<file path="config.mk">
export PLATFORM = sky130hd
export DESIGN_NAME = i2c_master
export DESIGN_NICKNAME = d
export VERILOG_FILES = /design/src/rtl/i2c_master.sv
export SDC_FILE = /design/constraint.sdc
export NUM_CORES = 1
export LEC_CHECK = 0
export ABC_AREA = 0
export CAP_MARGIN = 20
export CORE_UTILIZATION = 42
export CTS_CLUSTER_DIAMETER = 50
export DETAILED_ROUTE_END_ITERATION = 8
export GPL_ROUTABILITY_DRIVEN = 1
export PLACE_DENSITY = 0.78
export SLEW_MARGIN = 20
export SYNTH_ARGS = -nofsm -noshare
export SYNTH_HDL_FRONTEND = slang
export SYNTH_SLANG_ARGS = --single-unit
</file>
<file path="constraint.sdc">
create_clock -name clk -period 1.7 [get_ports clk]
set_input_delay 0.51 -clock clk [delete_from_list [all_inputs] [get_ports clk]]
set_output_delay 0.51 -clock clk [all_outputs]
set_load 0.01 [all_outputs]
</file>
<file path="src/rtl/i2c_master.sv">
// rtl/i2c_master.sv - single-byte I2C bus initiator (START, addr+R/W, data, ACK slots, STOP)
//
// Ports:
//   clk, reset_n         clock, synchronous active-low reset
//   req, rw, addr, wdata request strobe (sampled in IDLE), direction, 7-bit target, write byte
//   busy, done           transaction in progress / one-cycle completion pulse
//   rdata, ack_err       last successfully read byte / last transaction saw a NACK
//   scl, sda_oe, sda_i   SCL level, SDA pull-low enable, sampled SDA line
// Configuration macro: I2C_MASTER_ACK_CHECK_EN (abort to STOP on a NACKed ACK slot).
module i2c_master #(
    parameter int CLK_DIV = 4
) (
    input  logic       clk,
    input  logic       reset_n,
    input  logic       req,
    input  logic       rw,
    input  logic [6:0] addr,
    input  logic [7:0] wdata,
    output logic       busy,
    output logic       done,
    output logic [7:0] rdata,
    output logic       ack_err,
    output logic       scl,
    output logic       sda_oe,
    input  logic       sda_i
);
    localparam int QW = (CLK_DIV > 1) ? $clog2(CLK_DIV) : 1;

    typedef enum logic [3:0] {
        IDLE, START, ADDR, ADDR_ACK, WDATA, WDATA_ACK, RDATA, RDATA_NACK, STOP
    } state_t;

    state_t        state_q, state_d;
    logic [QW-1:0] qcnt_q, qcnt_d;
    logic [1:0]    phase_q, phase_d;
    logic [2:0]    bit_q, bit_d;
    logic [7:0]    tx_q, tx_d;
    logic [7:0]    rx_q, rx_d;
    logic [7:0]    wdata_q, wdata_d;
    logic          rw_q, rw_d;
    logic [7:0]    rdata_q, rdata_d;
    logic          done_q, done_d;
`ifdef I2C_MASTER_ACK_CHECK_EN
    logic          ack_err_q, ack_err_d;
    logic          nack_q, nack_d;
`endif

    logic q_last, bit_end, sample;

    assign q_last  = (qcnt_q == QW'(CLK_DIV - 1));
    assign bit_end = q_last && (phase_q == 2'd3);
    assign sample  = q_last && (phase_q == 2'd2);   // last cycle of Q2

    assign busy  = (state_q != IDLE);
    assign done  = done_q;
    assign rdata = rdata_q;
`ifdef I2C_MASTER_ACK_CHECK_EN
    assign ack_err = ack_err_q;
`else
    assign ack_err = 1'b0;
`endif

    always_ff @(posedge clk) begin
        if (!reset_n) begin
            state_q   <= IDLE;
            qcnt_q    <= '0;
            phase_q   <= 2'd0;
            bit_q     <= 3'd0;
            tx_q      <= 8'h00;
            rx_q      <= 8'h00;
            wdata_q   <= 8'h00;
            rw_q      <= 1'b0;
            rdata_q   <= 8'h00;
            done_q    <= 1'b0;
`ifdef I2C_MASTER_ACK_CHECK_EN
            ack_err_q <= 1'b0;
            nack_q    <= 1'b0;
`endif
        end else begin
            state_q   <= state_d;
            qcnt_q    <= qcnt_d;
            phase_q   <= phase_d;
            bit_q     <= bit_d;
            tx_q      <= tx_d;
            rx_q      <= rx_d;
            wdata_q   <= wdata_d;
            rw_q      <= rw_d;
            rdata_q   <= rdata_d;
            done_q    <= done_d;
`ifdef I2C_MASTER_ACK_CHECK_EN
            ack_err_q <= ack_err_d;
            nack_q    <= nack_d;
`endif
        end
    end

    always_comb begin
        state_d   = state_q;
        qcnt_d    = qcnt_q;
        phase_d   = phase_q;
        bit_d     = bit_q;
        tx_d      = tx_q;
        rx_d      = rx_q;
        wdata_d   = wdata_q;
        rw_d      = rw_q;
        rdata_d   = rdata_q;
        done_d    = 1'b0;
`ifdef I2C_MASTER_ACK_CHECK_EN
        ack_err_d = ack_err_q;
        nack_d    = nack_q;
`endif
        scl       = 1'b1;
        sda_oe    = 1'b0;

        // Quarter/phase counters free-run for the whole transaction.
        if (state_q != IDLE) begin
            qcnt_d = q_last ? '0 : qcnt_q + QW'(1);
            if (q_last) phase_d = phase_q + 2'd1;
        end

        case (state_q)
            IDLE: begin
                if (req) begin
                    state_d   = START;
                    tx_d      = {addr, rw};
                    rw_d      = rw;
                    wdata_d   = wdata;
                    qcnt_d    = '0;
                    phase_d   = 2'd0;
                    bit_d     = 3'd0;
`ifdef I2C_MASTER_ACK_CHECK_EN
                    ack_err_d = 1'b0;
`endif
                end
            end
            START: begin
                sda_oe = phase_q[1];
                if (bit_end) state_d = ADDR;
            end
            ADDR, WDATA: begin
                // Bit held for the whole period, so SDA only moves at Q0.
                scl    = phase_q[1];
                sda_oe = ~tx_q[7];
                if (bit_end) begin
                    tx_d  = {tx_q[6:0], 1'b0};
                    bit_d = bit_q + 3'd1;
                    if (bit_q == 3'd7) state_d = (state_q == ADDR) ? ADDR_ACK : WDATA_ACK;
                end
            end
            ADDR_ACK: begin
                scl = phase_q[1];
`ifdef I2C_MASTER_ACK_CHECK_EN
                if (sample) nack_d = sda_i;
                if (bit_end) begin
                    if (nack_q) begin
                        ack_err_d = 1'b1;
                        state_d   = STOP;
                    end else begin
                        state_d = rw_q ? RDATA : WDATA;
                        tx_d    = wdata_q;
                    end
                end
`else
                if (bit_end) begin
                    state_d = rw_q ? RDATA : WDATA;
                    tx_d    = wdata_q;
                end
`endif
            end
            WDATA_ACK: begin
                scl = phase_q[1];
`ifdef I2C_MASTER_ACK_CHECK_EN
                if (sample) nack_d = sda_i;
                if (bit_end && nack_q) ack_err_d = 1'b1;
`endif
                if (bit_end) state_d = STOP;
            end
            RDATA: begin
                scl = phase_q[1];
                if (sample) rx_d = {rx_q[6:0], sda_i};
                if (bit_end) begin
                    bit_d = bit_q + 3'd1;
                    if (bit_q == 3'd7) state_d = RDATA_NACK;
                end
            end
            RDATA_NACK: begin
                scl = phase_q[1];
                if (bit_end) begin
                    rdata_d = rx_q;
                    state_d = STOP;
                end
            end
            STOP: begin
                scl    = phase_q[1];
                sda_oe = (phase_q != 2'd3);
                if (bit_end) begin
                    state_d = IDLE;
                    done_d  = 1'b1;
                end
            end
            default: state_d = IDLE;
        endcase
    end
endmodule
</file>
==> results of run 1 <==
-- final timing paths --
| kind | startpoint | endpoint | slack [ps] | cells past startpoint |
|---|---|---|---|---|
| setup / recovery | state_q[0]$_SDFFE_PN0P_ | sda_oe | -150 | 6 |
| hold / removal | rw_q$_SDFFE_PN0P_ | rw_q$_SDFFE_PN0P_ | 470 | 2 |
| setup reg to reg | state_q[0]$_SDFFE_PN0P_ | tx_q[7]$_SDFFE_PN0P_ | -80 | 6 |
| hold reg to reg | rw_q$_SDFFE_PN0P_ | rw_q$_SDFFE_PN0P_ | 470 | 2 |
-- power groups by stage --
stage	clock network, W	registers [W]	logic (W)
floorplan	0	0.00112	0.000100
global placement	0	0.00113	0.000201
detailed placement	0	0.00113	0.000204
CTS	0.000621	0.00110	0.000209
global route	0.000659	0.00110	0.000243
finish	0.000601	0.00110	0.000220
-- cells in the mapped netlist, types with 2 or more instances --
master    count  area, um2
a21boi_0     13       97.6
a21oi_1      11       55.1
a222oi_1      7       70.1
and2_1        2       12.5
buf_2         3       15.0
buf_4         2       15.0
clkbuf_1      6       22.5
dfxtp_1      45        901
ha_1          5       62.6
inv_1         3       11.3
mux2i_1      18        180
nand2_1      28        105
nand2b_1      3       18.8
nand3_1       4       20.0
nand4b_1      2       17.5
nor2_1        8       30.0
nor2b_1      20        125
nor3_1        3       15.0
nor3_2        2       20.0
nor3b_1       2       15.0
nor4_1        2       12.5
o21bai_1      2       15.0
o31ai_1       8       60.1
-- registers in the layout (all words and copies together), names as in the netlist --
| name | cells |
|---|---|
| rdata | 8 |
| rx_q | 8 |
| tx_q | 8 |
| wdata_q | 8 |
| state_q | 4 |
| bit_q | 3 |
| phase_q | 2 |
| qcnt_q | 2 |
| done | 1 |
| rw_q | 1 |
-- final cells by class --
cell class / instances / area (um2) / share of cell area
clock buffers: 5 / 68.8 / 0.0233
well taps: 67 / 83.8 / 0.0283
multi-input cells: 161 / 1220 / 0.414
repair buffers: 69 / 647 / 0.219
flip-flops and latches: 45 / 918 / 0.310
clock inverters: 1 / 5.00 / 0.00169
inverters: 3 / 11.3 / 0.00381
-- worst register-to-register path, delay by kind of cell, from the launching register on --
family / cells / cell delay (ps)
AOI/OAI and AO/OA: 3 / 810
DFF: 1 / 360
and+or+nand+nor: 1 / 230
buffers and inverters: 2 / 270
-- kinds of logic (layout without fill, tap and decap cells) --
family          after synthesis  count (layout)  synth area share
compound gates               50              50             0.178
xor+xnor                      1               1           0.00415
fa+ha+maj                     5               5            0.0296
buf+inv                      15              78            0.0355
flops                        45              45             0.426
mux                          18              18            0.0853
other cells                   1               1           0.00177
simple gates                 86              86             0.240
-- metal layers --
metal	vias up	track usage
li1	920	-
met1	884	0.254
met2	43	0.332
met3	12	0.0470
met4	0	0.0654
met5	-	0
-- per-stage QoR --
step | util | hold WS (ps) | cells | area [um2] | worst slack, ps
floorplan | - | 443 | 221 | 2120 | 2.67
global placement | 0.564 | 454 | 337 | 2700 | -392
detailed placement | 0.564 | 465 | 337 | 2700 | -421
CTS | 0.593 | 476 | 344 | 2840 | -123
global route | 0.618 | 502 | 351 | 2960 | -232
finish | 0.618 | 472 | 351 | 2960 | -146
-- cells in the final DEF (no fill, tap or decap), types with 4 or more instances in the layout --
cell             count
clkdlybuf4s50_1     19
dfxtp_1             39
o31ai_1              8
nor2_1               7
dfxtp_4              4
a222oi_1             7
mux2i_1             17
a21oi_1             11
nand2_1             27
buf_6                5
nor2b_1             20
buf_4               30
nand3_1              4
dlymetal6s2s_1       7
a21boi_0            13
clkbuf_8             5
-- what timing repair did --
item,in CTS,in global routing
cloned,0,0
pin swaps,9,5
setup buffers,1,7
endpoints found under the setup margin,12,29
resized for setup,34,20
==> results_dict.tcl, run 1 <==
set metrics [dict create \
    hp-class "reg -> reg" \
    async_flop_share 0 \
    wl_met2_um 2500 \
    fp.dieW_um 72.9 \
    cts_tree "yes" \
    avgRoutedWirePerCell_um 14.2 \
    setup_viol 11 \
    finalNetCount 310 \
    synth_edf_count 0 \
    fillers 381 \
    io_buffers 31 \
    holdBufCountCts 0 \
    top_layer "met4" \
    peakVddDrop_v 0.000532 \
    synthesis.nets 246 \
    grt.total_usage 0.199 \
    synth_area_per_cell_um2 9.56 \
    coreArea_mm2 0.00479 \
    period_minus_slack_ps 1850 \
    grt_overflow_total 0 \
    cts_root_buf "clkbuf_8" \
    tightestPinTransition_ps 551 \
    synthCells 221 \
    period_share 1.09 \
    critPathMaxStageDelay_ps 360 \
    sw_frac_of_total 0.229 \
    met3WireLength_um 198 \
    maxCapViolCount 0 \
    cts_sinks 45 \
    drc 0 \
    fin_setup_tns_ps -796 \
    area_growth_pct 40.0 \
    synth_area_mm2 0.00211 \
    cp.arrival_ps 1340 \
    cpMaxStageDelayCell "dfxtp_4" \
    pwr-share-comb 0.115 \
    p_seq_frac 0.573 \
    antenna_found_initial 0 \
    timing.slew.headroom 0.630 \
    first_pass_iters 4 \
    p_leak_nw 1.23 \
    skew_ps 11.0 \
    avgViaCountPerCell 5.30 \
    clock_power_share 0.312 \
    core.rowCount 25 \
    ys_ff_latch 45 \
    grt_pass1_vias 1740 \
    endpoint_kind "output port" \
    power_density_mw_per_mm2 650 \
    ios 33 \
    h-tree-depth 2 \
    antenna_cells 0 \
    via_count 1859 \
    power_switching_w 0.000441 \
    required_ps 1190 \
    worstSetupStartpointType "register" \
    gp_congestion 0.793 \
    critical_path_buf_inv_count 2 \
    clkTransAtPathRegs_ps 80 \
    finalWorstSetupSlack_ps -146 \
    drv_slew 0 \
    internal_power_w 0.00148 \
    yosysSeqAreaShare 0.426 \
    violations "negative setup slack" \
    grt_pass1_wl_um 8000 \
    cts_buffers 5 \
    cp_cell_sequence "buf_4 -> nand2b_4 -> o22ai_4 -> nand2_2 -> o21ai_2 -> buf_2" \
    drive_gt1_frac 0.268 \
    finalPower_w 0.00192 \
    ys_types 45 \
    cp_top_family "flip-flops" \
    antenna_left 0 \
    grt_setup_unrepaired "yes" \
    cts_buffer_depth 2 \
    status "finished, violations left" \
    start_util 0.442 \
    fp.dieArea_mm2 0.00532 \
    wirelength_um 4980 \
    yosysWarnings 0 \
    worstSetupPathType "reg -> out" \
    grt_max_degree 22 \
    fmax_mhz 542 \
    wl_met1_um 2180 \
    hold_viol_final 0 \
    drt_iter0_markers 173 \
    die_h_um 72.9 \
    critPathMaxFanout 3 \
    synthFlopType "dfxtp_1" \
    insertion_delay_ps 290 \
    dp_hpwl_um 3370 \
]
Note: power is estimated with default switching activity, not from simulation.
==> run 2, diff against run 1 <==
GPL_ROUTABILITY_DRIVEN = 0   (was 1)
==> results of run 2 <==
No change in the layout: final DEF, timing and power equal those of run 1.
==> run 3, diff against run 2 <==
CAP_MARGIN = 10   (was 20)
SLEW_MARGIN = unset   (was 20)
==> results of run 3 <==
No change in the layout: final DEF, timing and power equal those of run 1.
